File: src/rtl/instr_fetch_unit_pkg.sv
// Shared fetch/decode constants: instruction field positions, HALT opcode and fetch state encoding.
package instr_fetch_unit_pkg;

  localparam int OPCODE_MSB = 31;
  localparam int OPCODE_LSB = 27;
  localparam int FUNCT_MSB  = 3;
  localparam int FUNCT_LSB  = 0;

  localparam logic [4:0] OPCODE_HALT = 5'b11111;

  typedef enum logic [2:0] {
    ST_FETCH = 3'd0,
    ST_WAIT  = 3'd1,
    ST_HOLD  = 3'd2,
    ST_DRAIN = 3'd3,
    ST_HALT  = 3'd4
  } fetch_state_t;

  function automatic logic [4:0] get_opcode(input logic [31:0] word);
    return word[OPCODE_MSB:OPCODE_LSB];
  endfunction

  function automatic logic [3:0] get_funct(input logic [31:0] word);
    return word[FUNCT_MSB:FUNCT_LSB];
  endfunction

endpackage

File: src/rtl/ifu_prefetch_buf.sv
// One-entry instruction + PC holding slot; only built when IFU_PREFETCH_EN is defined.
`ifdef IFU_PREFETCH_EN
module ifu_prefetch_buf #(
  parameter int ADDR_W = 16
) (
  input  logic              clk,
  input  logic              rst_n,
  input  logic              flush,
  input  logic              load,
  input  logic              pop,
  input  logic [31:0]       din_instr,
  input  logic [ADDR_W-1:0] din_pc,
  output logic              vld,
  output logic [31:0]       dout_instr,
  output logic [ADDR_W-1:0] dout_pc
);

  // load beats pop so a same-cycle refill keeps the slot occupied
  always_ff @(posedge clk or negedge rst_n) begin
    if (!rst_n) begin
      vld        <= 1'b0;
      dout_instr <= '0;
      dout_pc    <= '0;
    end else if (flush) begin
      vld <= 1'b0;
    end else if (load) begin
      vld        <= 1'b1;
      dout_instr <= din_instr;
      dout_pc    <= din_pc;
    end else if (pop) begin
      vld <= 1'b0;
    end
  end

endmodule
`endif

File: src/rtl/instr_fetch_unit.sv
// Fetch stage: PC, req/ack instruction fetch, valid/ready hand-off to decode, redirect and HALT.
// Optional one-entry prefetch buffer enabled by defining IFU_PREFETCH_EN.
//
// state    | meaning
// ST_FETCH | latch PC into fetch address, request goes out next cycle
// ST_WAIT  | mem_req high, waiting for mem_ack
// ST_HOLD  | instruction presented (prefetch: fetch paused for space/HALT)
// ST_DRAIN | redirected mid-fetch; swallow the outstanding response
// ST_HALT  | HALT transferred; idle until redirect
module instr_fetch_unit
  import instr_fetch_unit_pkg::*;
#(
  parameter int                ADDR_W   = 16,
  parameter logic [ADDR_W-1:0] RESET_PC = '0,
  parameter int                PC_STEP  = 1
) (
  input  logic              clk,
  input  logic              rst_n,
  output logic              mem_req,
  output logic [ADDR_W-1:0] mem_addr,
  input  logic              mem_ack,
  input  logic [31:0]       mem_rdata,
  input  logic              redirect_valid,
  input  logic [ADDR_W-1:0] redirect_pc,
  output logic              instr_valid,
  input  logic              instr_ready,
  output logic [31:0]       instr,
  output logic [4:0]        opcode,
  output logic [3:0]        funct,
  output logic [ADDR_W-1:0] instr_pc,
  output logic              halted
);

  fetch_state_t      state, state_nxt;
  logic [ADDR_W-1:0] pc, pc_nxt;
  logic [ADDR_W-1:0] fetch_addr, fetch_addr_nxt;
  logic [ADDR_W-1:0] ipc_q, ipc_nxt;
  logic [31:0]       instr_q, instr_nxt;
  logic              out_vld, out_vld_nxt;
  logic [ADDR_W-1:0] pc_inc;
  logic              halt_out;

  assign pc_inc   = pc + ADDR_W'(PC_STEP);
  assign halt_out = (get_opcode(instr_q) == OPCODE_HALT);

`ifdef IFU_PREFETCH_EN
  logic              buf_vld, buf_load, buf_pop;
  logic [31:0]       buf_instr;
  logic [ADDR_W-1:0] buf_pc;
  logic              xfer, arrive, halt_pend;
  logic [1:0]        occ_after;

  assign xfer      = out_vld & instr_ready & ~redirect_valid;
  assign arrive    = (state == ST_WAIT) & mem_ack & ~redirect_valid;
  assign occ_after = 2'(out_vld) + 2'(buf_vld) - 2'(xfer) + 2'(arrive);
  assign halt_pend = (out_vld & halt_out) |
                     (buf_vld & (get_opcode(buf_instr) == OPCODE_HALT));

  ifu_prefetch_buf #(.ADDR_W(ADDR_W)) u_buf (
    .clk        (clk),
    .rst_n      (rst_n),
    .flush      (redirect_valid),
    .load       (buf_load),
    .pop        (buf_pop),
    .din_instr  (mem_rdata),
    .din_pc     (pc),
    .vld        (buf_vld),
    .dout_instr (buf_instr),
    .dout_pc    (buf_pc)
  );
`endif

  always_ff @(posedge clk or negedge rst_n) begin
    if (!rst_n) begin
      state      <= ST_FETCH;
      pc         <= RESET_PC;
      fetch_addr <= RESET_PC;
      ipc_q      <= '0;
      instr_q    <= '0;
      out_vld    <= 1'b0;
    end else begin
      state      <= state_nxt;
      pc         <= pc_nxt;
      fetch_addr <= fetch_addr_nxt;
      ipc_q      <= ipc_nxt;
      instr_q    <= instr_nxt;
      out_vld    <= out_vld_nxt;
    end
  end

  always_comb begin
    state_nxt      = state;
    pc_nxt         = pc;
    fetch_addr_nxt = fetch_addr;
    ipc_nxt        = ipc_q;
    instr_nxt      = instr_q;
    out_vld_nxt    = out_vld;
`ifdef IFU_PREFETCH_EN
    buf_load = 1'b0;
    buf_pop  = 1'b0;
    // Presentation slot: buffered word first, then a fresh response.
    if (xfer) begin
      if (buf_vld) begin
        instr_nxt = buf_instr;
        ipc_nxt   = buf_pc;
        buf_pop   = 1'b1;
        buf_load  = arrive;
      end else if (arrive) begin
        instr_nxt = mem_rdata;
        ipc_nxt   = pc;
      end else begin
        out_vld_nxt = 1'b0;
      end
    end else if (arrive) begin
      if (out_vld) begin
        buf_load = 1'b1;
      end else begin
        instr_nxt   = mem_rdata;
        ipc_nxt     = pc;
        out_vld_nxt = 1'b1;
      end
    end
    case (state)
      ST_FETCH: begin
        fetch_addr_nxt = pc;
        state_nxt      = ST_WAIT;
      end
      ST_WAIT: begin
        if (mem_ack) begin
          pc_nxt = pc_inc;
          if (get_opcode(mem_rdata) != OPCODE_HALT && occ_after <= 2'd1)
            fetch_addr_nxt = pc_inc;
          else
            state_nxt = ST_HOLD;
        end
      end
      ST_HOLD: begin
        if (xfer && halt_out)
          state_nxt = ST_HALT;
        else if (!halt_pend && occ_after <= 2'd1)
          state_nxt = ST_FETCH;
      end
      ST_DRAIN: begin
        if (mem_ack) state_nxt = ST_FETCH;
      end
      default: ;
    endcase
`else
    case (state)
      ST_FETCH: begin
        fetch_addr_nxt = pc;
        state_nxt      = ST_WAIT;
      end
      ST_WAIT: begin
        if (mem_ack) begin
          instr_nxt   = mem_rdata;
          ipc_nxt     = pc;
          pc_nxt      = pc_inc;
          out_vld_nxt = 1'b1;
          state_nxt   = ST_HOLD;
        end
      end
      ST_HOLD: begin
        if (instr_ready) begin
          out_vld_nxt = 1'b0;
          state_nxt   = halt_out ? ST_HALT : ST_FETCH;
        end
      end
      ST_DRAIN: begin
        if (mem_ack) state_nxt = ST_FETCH;
      end
      default: ;
    endcase
`endif
    // Redirect overrides everything; an outstanding request must still be drained.
    if (redirect_valid) begin
      pc_nxt         = redirect_pc;
      fetch_addr_nxt = fetch_addr;
      ipc_nxt        = ipc_q;
      instr_nxt      = instr_q;
      out_vld_nxt    = 1'b0;
      state_nxt      = ((state == ST_WAIT || state == ST_DRAIN) && !mem_ack) ?
                       ST_DRAIN : ST_FETCH;
    end
  end

  assign mem_req     = (state == ST_WAIT) || (state == ST_DRAIN);
  assign mem_addr    = fetch_addr;
  assign instr_valid = out_vld;
  assign instr       = instr_q;
  assign opcode      = get_opcode(instr_q);
  assign funct       = get_funct(instr_q);
  assign instr_pc    = ipc_q;
  assign halted      = (state == ST_HALT);

endmodule
File: config.mk
export PLATFORM = sky130hd
export DESIGN_NAME = instr_fetch_unit
export DESIGN_NICKNAME = d
export VERILOG_FILES = /design/src/rtl/instr_fetch_unit_pkg.sv /design/src/rtl/ifu_prefetch_buf.sv /design/src/rtl/instr_fetch_unit.sv
export SDC_FILE = /design/constraint.sdc
export NUM_CORES = 1
export LEC_CHECK = 0
export CORE_ASPECT_RATIO = 1.25
export CORE_MARGIN = 2
export CORE_UTILIZATION = 47
export CTS_BUF_LIST = sky130_fd_sc_hd__clkbuf_8
export CTS_CLUSTER_DIAMETER = 60
export DETAILED_ROUTE_END_ITERATION = 10
export GPL_ROUTABILITY_DRIVEN = 0
export PLACE_DENSITY_LB_ADDON = 0.15
export REMOVE_ABC_BUFFERS = 1
export SYNTH_ARGS = -nofsm -noshare
export SYNTH_HDL_FRONTEND = slang
export SYNTH_SLANG_ARGS = --single-unit
File: constraint.sdc
create_clock -name clk -period 2.5 [get_ports clk]
set_clock_uncertainty 0.2 [all_clocks]
set_input_delay 0.25 -clock clk [delete_from_list [all_inputs] [get_ports clk]]
set_output_delay 0.25 -clock clk [all_outputs]
set_load 0.01 [all_outputs]
# == Word level (Yosys, flattened, before mapping) ==
# Cells that the tools add are included.
# totals
register_bits,84
in_bits,53
# op_classes
addsub,1
eq_ne,8
n_mux,14
bitwise,1
reduce_logical,13
# ops
operator,n
16-bit 2-to-1 mux,3
16-bit by 1-bit adder with 16-bit output (second input constant),1
3-bit 2-to-1 mux,5
3-bit case mux with 4 select lines,1
3-bit inequality test (second input constant),3
3-bit by 2-bit equality test with 1-bit output (second input constant),2
3-bit AND reduction,2
5-bit equality test (second input constant),1
5-bit nonzero test,1
2-bit AND reduction,2
4-bit AND reduction,1
2-bit nonzero test,2
3-bit by 1-bit equality test with 1-bit output (second input constant),1
3-bit equality test (second input constant),1
3-bit zero test,1
1-bit 2-to-1 mux,3
3-bit nonzero test,1
2-bit 2-to-1 mux,1
1-bit case mux with 2 select lines,1
1-bit logical AND,1
1-bit zero test,1
1-bit logical OR,1
1-bit NOT,1

# == Logic depth before layout (Yosys ltp) ==
# depth
word_depth,5
depth_mapped,6

# == Least setup slack after synthesis ==
# Ideal clock, no wire load.
# synth_timing
path_type,reg-to-reg
from,reg state[1]
to,"reg instr_q[21], in the netlist instr[21]"
setup_time_ns,0.125
t_arrival_ns,1.618
required_ns,2.175
path_slack_ns,0.557
path_stages_with_launch,7
path_buffers,3
path_cell_list,dfrtp_1 > buf_6 > nand4bb_4 > nor2_1 > buf_2 > buf_4 > mux2_2
# synth_between
elab_chain_cells,2
# synth_lines
element,line_no,rtl
"start, declared",instr_fetch_unit.sv:34,"fetch_state_t state, state_nxt;"
"start signal, assigned",instr_fetch_unit.sv:82,state <= state_nxt;
3-bit by 1-bit equality test with 1-bit output,instr_fetch_unit.sv:149,case (state)
3-bit AND reduction (no source line),n/a,
"end signal, assigned",instr_fetch_unit.sv:86,instr_q <= instr_nxt;
"end, declared",instr_fetch_unit.sv:38,"logic [31:0] instr_q, instr_nxt;"
# Every way passes these cells.
# A chain may end at the register's enable or synchronous reset.

# == Worst setup path after layout ==
# layout_timing
from,reg state[0]
to,out mem_req
# layout_between
elab_chain_cells,2
# layout_lines
element,line_no,rtl
3-bit by 1-bit equality test with 1-bit output or 3-bit by 2-bit equality test with 1-bit output (tied branches),instr_fetch_unit.sv:187,assign mem_req = (state == ST_WAIT) || (state == ST_DRAIN);
1-bit logical OR (*),instr_fetch_unit.sv:187,
"end, declared",instr_fetch_unit.sv:19,"output logic mem_req,"
# Every way passes the cells marked *; elsewhere a longest branch is shown, timed or not.

==> results.toml <==
[routing]
detail-route-antenna-nets = 0
drt_iter0_markers = 69
drc = 0
drt_first_pass_iters = 4
routed_wl_mm = 7.95
route.met3.wl_um = 663
via_count = 2633
post_drt_via_cell_ratio = 5.23
met2WireLength_mm = 3.76
route.top_layer_used = "met4"
wire_per_inst_um = 15.8
wl_met1_mm = 3.34

[timing]
setup_tns_ns = 0
slew-limit-headroom_pct = 55.7
worstMarginPinSlew_ns = 0.665
timing.fmax_mhz = 452
layout_setup_ws_ns = 0.289
drv_slew = 0
finalCritPeriodShare_pct = 88.4
rsz0062_at_grt = "no"
setup_violations = 0
whs_ns = 0.257
fin_crit_ns = 2.21
hold_viol_final = 0

[final_layout]
areaGrowthSynthToFinish_pct = 41.1
diodes = 0
drive_above_1_share_pct = 22.5
fillers = 575
final_nets = 458
instances_no_fill = 503

[synthesis]
synth_mux_area_share_pct = 20.1
synth.top_cell.area_share_pct = 56.9
synth_xor_area_share_pct = 2.37
syn_inst = 281
synth.distinct_cells = 42
synthTopCellsByArea = "dfrtp_1 57%, mux2_2 20%, buf_4 2.6%"
synth.most_common_cell = "dfrtp_1"
synth.largest_area_cell = "dfrtp_1"
seq_area_frac_synth_pct = 56.9
synth_ff_type = "dfrtp_1"
syn_avg_cell_area_um2 = 13.1
synth_adder_area_share_pct = 0.339
ys_top_cells_by_count = "84 x dfrtp_1, 64 x mux2_2, 19 x nand2_1"
async_flop_share_pct = 100
synth-seq-cells = 84
synth_enable_flop_cells = 0
synth_compound_area_share_pct = 4.71
syn_area_um2 = 3690
yosys_warnings = 0
yosys.area_share.simple_pct = 10.8
synth_top_family_by_area = "multiplexers"

[placement]
dp.cells = 487
post-dp-hpwl_mm = 5.87
port_buffers = 128
post-place-ws_ns = 0.269

[power]
clkPwrFrac_pct = 15.9
pwr-share-comb_pct = 43.7
p_sw_mw = 1.70
power_density_nw_per_um2 = 1090
power_mw = 5.70
switching_share_pct = 29.8
cellInternalPower_mw = 4.00
p_seq_share_pct = 40.4
p_leak_nw = 2.10
peakVddDrop_uv = 599

[worst_hold_path]
hold_class = "in2reg"

[grt]
grt_usage_pct = 19.1
grt_start_max_net_pins = 52
antenna_found_initial = 0
grt_pass1_vias = 2608
grt_pass1_wl_mm = 12.8
grt_remaining_overflow = 0

[worst_setup_path]
worst-path-buf-inv = 1
cp_slowest_cell = "clkdlybuf4s50_1"
path_max_fanout = 10
critPathCaptureType = "output pin"
critPathArrivalTime_ns = 1.76
path_cells = "nor2b_1 > clkdlybuf4s50_1"
crit_family = "buffers and inverters"
worstSetupStartpointType = "register"
cp.required_ns = 2.05
cpPeakStageDelay_ns = 0.58
crit_type = "reg2out"

[clock_network]
clk_pin_slew_worst_paths_ns = 0.08
cts_tree = "built"
cts_root_buf = "clkbuf_8"
clockBufferDepth = 2
cts_buffers = 9
worstSkewPairLatency_ns = 0.34
ctsResizeCount = 0
htreeDepth = 3
clock-sinks = 84

[die]
rows = 36
design.core.area_um2 = 7700
initial_core_util_pct = 47.9
die_w_um = 83.3
ios = 129
fp.dieH_um = 103
dieArea_um2 = 8590

[flow_run]
cap_violations = 0

[outcome]
status = "completed"
[what timing repair did]
| action | CTS | global route |
|---|---|---|
| hold buffers | 1 | 0 |
| setup buffers | 0 | 0 |
| hold endpoints to repair | 50 | 0 |
[metal layers]
layer | GRT usage [%] | vias to the layer above
li1 | - | 1239
met1 | 23.2 | 1285
met2 | 30.3 | 94
met3 | 7.05 | 15
met4 | 9.58 | 0
met5 | 0 | -
[flip-flops by register name, indices dropped and copies added (netlist names)]
name         count
state            3
instr           32
pc              16
instr_valid      1
instr_pc        16
mem_addr        16
[per-stage QoR]
stage,cell area (um^2),utilization [%]
2_1_floorplan,3530,-
3_3_place_gp,5020,65.1
3_5_place_dp,5020,65.1
4_1_cts,5210,67.7
5_1_grt,5210,67.7
6_report,5210,67.7
[kinds of logic after synthesis]
logic type / after synthesis
AO/OA/AOI/OAI: 28
XOR/XNOR: 10
adder cells (fa/ha/maj): 1
buffers and inverters: 28
flip-flops: 84
multiplexers: 66
AND/OR/NAND/NOR: 64
[cells in the final DEF, fill, tap and decap left out, types with 2 or more instances in the layout]
cell type / count
clkdlybuf4s50_1: 127
dfrtp_1: 84
mux2_2: 64
nand2_1: 19
o21ai_0: 13
clkbuf_8: 10
nand4_1: 8
nor2_1: 7
buf_4: 7
inv_1: 6
nor3_1: 5
xnor2_1: 5
xor2_1: 5
nor2b_1: 3
nand3_1: 3
o31ai_1: 3
or4_1: 3
a31oi_1: 3
a21oi_1: 2
and3_1: 2
a22oi_1: 2
mux2i_1: 2
nor4_1: 2
buf_12: 2
[path summary, 6_finish.rpt]
check	startpoint	endpoint	slack, ns	cells past startpoint
max	state[0]	mem_req	0.29	2
min	redirect_pc[3]	pc[3]	0.26	3
max reg2reg	state[1]	instr_pc[8]	0.52	4
min reg2reg	mem_addr[14]	mem_addr[14]	0.31	1
max in group asynchronous	rst_n	instr_pc[7]	1.21	3
min in group asynchronous	rst_n	instr_pc[12]	0.29	2
[layout make-up]
class,count,area [um^2],share of cell area (%)
Clock buffer,10,138,2.64
Clock inverter,5,46.3,0.888
Inverter,3,11.3,0.216
Multi-Input combinational cell,169,1420,27.3
Sequential cell,84,2100,40.3
Tap cell,95,119,2.28
Timing Repair Buffer,137,1370,26.4
[power by group through the flow]
stage | combinational, mW | sequential [mW] | clock [mW]
detailed placement | 2.52 | 2.33 | 0
CTS | 2.53 | 2.31 | 0.947
global placement | 2.48 | 2.30 | 0
global route | 2.67 | 2.38 | 1.00
finish | 2.49 | 2.30 | 0.909
floorplan | 0.723 | 2.57 | 0
[tightest hold or removal path, cell delays in order]
cell	delay (ns)
clkdlybuf4s50_1	0.39
nand2_1	0.06
o21ai_0	0.06
Power figures use the tool's default switching activity.
